[src/rtl/cluster_level_shifter_in_rx.sv]
// Receive side of the SoC->cluster crossing: synchronizes a 4-phase req/ack
// word from the input level shifters and presents it as a valid/ready stream.
module cluster_level_shifter_in_rx #(
  parameter int unsigned DATA_WIDTH  = 32,
  parameter int unsigned SYNC_STAGES = 2
) (
  input  logic                  clk_i,
  input  logic                  rst_i,
  input  logic                  iso_i,
  input  logic                  ls_req_i,
  input  logic [DATA_WIDTH-1:0] ls_data_i,
  output logic                  ls_ack_o,
  output logic [DATA_WIDTH-1:0] data_o,
  output logic                  valid_o,
  input  logic                  ready_i
);

  typedef enum logic [1:0] {
    IDLE,
    HOLD,
    ACK
  } state_t;

  state_t                  state_q;
  logic [SYNC_STAGES-1:0]  sync_q;
  logic                    ack_q;
  logic                    req_g;
  logic                    req_s;
  logic [DATA_WIDTH-1:0]   data_g;

  // Clamp while the SoC-side supply may be off; a clamped req drains the chain.
  assign req_g    = ls_req_i & ~iso_i;
  assign data_g   = iso_i ? '0 : ls_data_i;
  assign req_s    = sync_q[SYNC_STAGES-1];
  assign ls_ack_o = ack_q & ~iso_i;

  always_ff @(posedge clk_i or posedge rst_i) begin
    if (rst_i) begin
      state_q <= IDLE;
      sync_q  <= '0;
      ack_q   <= 1'b0;
      valid_o <= 1'b0;
      data_o  <= '0;
    end else begin
      sync_q <= {sync_q[SYNC_STAGES-2:0], req_g};
      case (state_q)
        IDLE: begin
          if (req_s) begin
            data_o  <= data_g;
            valid_o <= 1'b1;
            state_q <= HOLD;
          end
        end
        HOLD: begin
          if (ready_i) begin
            valid_o <= 1'b0;
            ack_q   <= 1'b1;
            state_q <= ACK;
          end
        end
        ACK: begin
          // Waiting for req_s low keeps a held req from producing a second word.
          if (!req_s) begin
            ack_q   <= 1'b0;
            state_q <= IDLE;
          end
        end
        default: begin
          valid_o <= 1'b0;
          ack_q   <= 1'b0;
          state_q <= IDLE;
        end
      endcase
    end
  end

endmodule

[config.mk]
export PLATFORM = sky130hd
export DESIGN_NAME = cluster_level_shifter_in_rx
export DESIGN_NICKNAME = d
export VERILOG_FILES = /design/src/rtl/cluster_level_shifter_in_rx.sv
export SDC_FILE = /design/constraint.sdc
export NUM_CORES = 1
export LEC_CHECK = 0
export CAP_MARGIN = 25
export CORE_MARGIN = 2
export CORE_UTILIZATION = 45
export CTS_BUF_LIST = sky130_fd_sc_hd__clkbuf_16
export CTS_CLUSTER_SIZE = 25
export DETAILED_ROUTE_END_ITERATION = 6
export GPL_ROUTABILITY_DRIVEN = 0
export GPL_TIMING_DRIVEN = 1
export PLACE_DENSITY = 0.95
export SLEW_MARGIN = 40
export SYNTH_ARGS = -nofsm -noshare
export SYNTH_HDL_FRONTEND = slang
export SYNTH_SLANG_ARGS = --single-unit
[constraint.sdc]
create_clock -name clk_i -period 4.7 [get_ports clk_i]
set_clock_uncertainty 0.15 [all_clocks]
set_input_delay 0.705 -clock clk_i [delete_from_list [all_inputs] [get_ports clk_i]]
set_output_delay 0.705 -clock clk_i [all_outputs]
set_load 0.02 [all_outputs]
==> results.md <==
- The flow ran to the end, and the final reports show no timing, DRC or antenna violations.
- Power spread over the standard cell area amounts to just over 600 nW/um^2.
- Counting along the longest clock path gives a buffer depth of 2.
- After clock tree synthesis, the repair step resized 0 gates.
- The layout has roughly 280 filler cells.
- Of the total power, the share spent switching nets is 0.3574.
- After layout, the minimum clock period comes to between 2 and 3 ns.
- The number of diodes added for antenna fixing is 0.
- The maximum net fanout on the critical path is 34.
- The first global-routing pass estimated 5.595 mm of wire.
- The completed layout was analyzed and its total power is about 1.6 mW.
- The wire length reported by the detailed router is approximately 3.4 mm.
- The category of the most critical setup path is primary input to output pin.
- Of the synthesized area, sequential elements account for 0.5580.
- The total number of H-tree levels is 2.
- The initial core utilization is 0.4655.
- The signed area change from the synthesized netlist to the final layout is 48.46%.
- The count of boundary I/O pins is 71.
- The number of buffers inserted during clock tree synthesis is 5.
- The number of buffers added on ports is 70.
- Setup violations remaining at the end of the flow were counted as 0.
- The actual transition at the worst max-transition pin is ~0.73 ns.
- In this run, post-CTS hold repair placed 0 buffers.
- The count of synthesis-stage warnings from yosys is 0.
- The average instance in the mapped netlist occupies roughly 11 sq um.
- The total iterations of the first detailed-routing run is 3.
- Measured against its own limit, the worst slew margin works out to 0.5126.
- The die height is ~66 microns.
- In the synthesized netlist the dominant register cell turns out to be sky130_fd_sc_hd__dfrtp_1.
- The max-slew violation total from the final report is 0.
- In this run the power spent charging and discharging nets is between 500 and 600 uW.
- The global-route usage over all layers is 0.1762.
- Dividing the detail-routed via count by the number of cells gives around 4.7.
- The share of flip-flops with an asynchronous set or reset is 1.000.
- The area inside the core boundary is 3661 sq um.
- Internal power comes to roughly 1.0 mW.
- The fraction of final layout cells sized beyond drive strength 1 is 0.1472.
- The post-detailed-route count of antenna-violating nets is 0.
- In this run the static leakage power is 1.088 nW.
- The count of flip-flops with a built-in enable after synthesis is 0.
- The reported max-cap violation count is 0.
- The floorplan die area is around 4300 sq um.
- The worst-case vdd ir drop is around 0.30 mV.
- The gate count of the mapped netlist is around 160.
- After the last flow step, the layout net total stands at roughly 270.
- The share of synthesized area in the top cell type comes to 0.5580.
- The detailed-route via count is approximately 1300.
- TritonCTS built the clock tree.
- The share of total power in the clock network is 0.190.
- The floorplan step set the die width to roughly 66 microns.
- Global routing finished with a remaining overflow of 0.
- In this run the cell area of the synthesized design comes to ~1700 sq um.
- The number of synthesized register bits is 38.
- The kind of start point of the critical path is a primary input.
- The via count of the first global-routing pass is ~1300.
- The count of cell types in the netlist is 16.
- The number of antenna violations at the first check in global routing is 0.
- STA classifies the critical path endpoint as an output pin.
- Setup repair after global routing left no endpoint under its margin.
- The number of buffers added for setup after CTS is 0.
- The final cycle utilization of the critical path is 0.6189.
- The detailed placement HPWL is 2.409 mm.
- Ranked by instance count, the synthesized netlist is headed by 38 x sky130_fd_sc_hd__dfrtp_1, 34 x sky130_fd_sc_hd__nand2_1, 32 x sky130_fd_sc_hd__nand2b_1, 25 x sky130_fd_sc_hd__o21ai_2, 7 x sky130_fd_sc_hd__buf_6.
- The tree is rooted in a sky130_fd_sc_hd__clkbuf_16.
- The number of sinks on the clock net is 38.
- The share of total power dissipated in sequential elements is 0.357.
- Data on the critical path is required at its endpoint by 3.85 ns.
- The aggregate negative setup slack is 0 ns.
- The library cell occupying the most area in the post-synthesis netlist is sky130_fd_sc_hd__dfrtp_1.
- The pin count of the biggest net entering global routing is 65.
- Sorting the synthesized cells by area gives the leading types as sky130_fd_sc_hd__dfrtp_1 56%, sky130_fd_sc_hd__o21ai_2 13%, sky130_fd_sc_hd__nand2b_1 12%.
- The worst hold path belongs to the class flip-flop to flip-flop.
- The number of failing hold endpoints at the final stage came to 0.
- Clock latency on the worst-skew pair, taken at its later pin, is around 0.27 ns.
- After clock tree synthesis, the clock-pin slew on the worst setup and hold paths is 0.05 ns.
- Based on the critical path, the design can be clocked at up to 343.8 MHz.
- The net count of the mapped netlist is between 150 and 200.
- The number of DRC markers after the initial detailed-route iteration is 51.
- The floorplan has 22 rows.
- The DRC violation count after routing is 0.
- The data arrival time of the worst path is approximately 2.1 ns.
- By instance count, the leading cell after synthesis is sky130_fd_sc_hd__dfrtp_1.
- After detailed routing, the average wire length per cell comes to roughly 12 microns.
- Of the total power, combinational logic draws 0.452.
-- power groups by stage --
stage | sequential [mW] | combinational, mW | clock, mW
2_1_floorplan | 0.723 | 0.228 | 0
3_3_place_gp | 0.558 | 0.700 | 0
3_5_place_dp | 0.566 | 0.719 | 0
4_1_cts | 0.563 | 0.721 | 0.309
5_1_grt | 0.579 | 0.767 | 0.322
6_report | 0.561 | 0.711 | 0.299
-- cells in the final DEF (no fill, tap or decap) --
master	synthesis	routed
sky130_fd_sc_hd__nand2_1	34	34
sky130_fd_sc_hd__or3b_2	0	1
sky130_fd_sc_hd__clkdlybuf4s50_1	0	70
sky130_fd_sc_hd__inv_1	2	4
sky130_fd_sc_hd__clkbuf_16	0	5
sky130_fd_sc_hd__nor2b_1	2	2
sky130_fd_sc_hd__nand2b_1	32	32
sky130_fd_sc_hd__buf_4	0	3
sky130_fd_sc_hd__a211oi_1	1	1
sky130_fd_sc_hd__nand3b_1	1	1
sky130_fd_sc_hd__o21ai_1	5	5
sky130_fd_sc_hd__dfrtp_1	38	38
sky130_fd_sc_hd__o21ai_2	25	25
sky130_fd_sc_hd__nor2_1	2	2
sky130_fd_sc_hd__a21oi_1	2	2
sky130_fd_sc_hd__o21ai_0	5	5
sky130_fd_sc_hd__nand3_1	1	1
-- cells by family after synthesis --
family	share of synthesized area
AO/OA/AOI/OAI	0.1681
flip-flops	0.5580
buffers and inverters	0.05727
AND/OR/NAND/NOR	0.2166
-- layout make-up --
class	instances	area (sq um)	area share
timing repair buffer	73	723.2	0.2859
tap	48	60.06	0.02374
clock buffer	5	125.1	0.04946
clock inverter	2	7.507	0.002967
sequential	38	950.9	0.3759
multi-input combinational	111	655.6	0.2591
inverter	2	7.507	0.002967
-- worst paths after layout --
kind / from / depth (start not counted) / slack [ns] / to
max: iso_i / 4 / 1.79 / ls_ack_o
min: sync_q[0] / 0 / 0.21 / sync_q[1]
max reg2reg: state_q[0] / 4 / 2.83 / data_o[19]
min reg2reg: sync_q[0] / 0 / 0.21 / sync_q[1]
max in group asynchronous: rst_i / 3 / 3.35 / data_o[14]
min in group asynchronous: rst_i / 3 / 0.72 / state_q[1]
-- registers in the layout, indices dropped and copies added (netlist names) --
name and cells:
valid_o 1, state_q 2, ack_q 1, data_o 32, sync_q 2
-- critical path: stages --
cell and delay [ns]:
sky130_fd_sc_hd__clkdlybuf4s50_1 0.40, sky130_fd_sc_hd__buf_4 0.22, sky130_fd_sc_hd__nor2b_1 0.13, sky130_fd_sc_hd__clkdlybuf4s50_1 0.60
-- per-layer routing --
metal,GRT usage,part of all wire
met5,0,0
met4,0.09375,0.017
met3,0.04110,0.051
met2,0.3189,0.55
met1,0.1890,0.39
-- through the flow --
step                      area [sq um]  setup WS [ns]  utilization  std cells  hold slack [ns]
after floorplan                   1704          2.674            -        161           0.1812
after global placement            2397          1.788       0.6548        272           0.1839
after detailed placement          2397          1.783       0.6548        272           0.2049
after CTS                         2530          1.780       0.6910        279           0.2178
after global routing              2530          1.726       0.6910        279           0.2242
final                             2530          1.791       0.6910        279           0.2137
No activity file was read; power rests on OpenSTA's default activity.
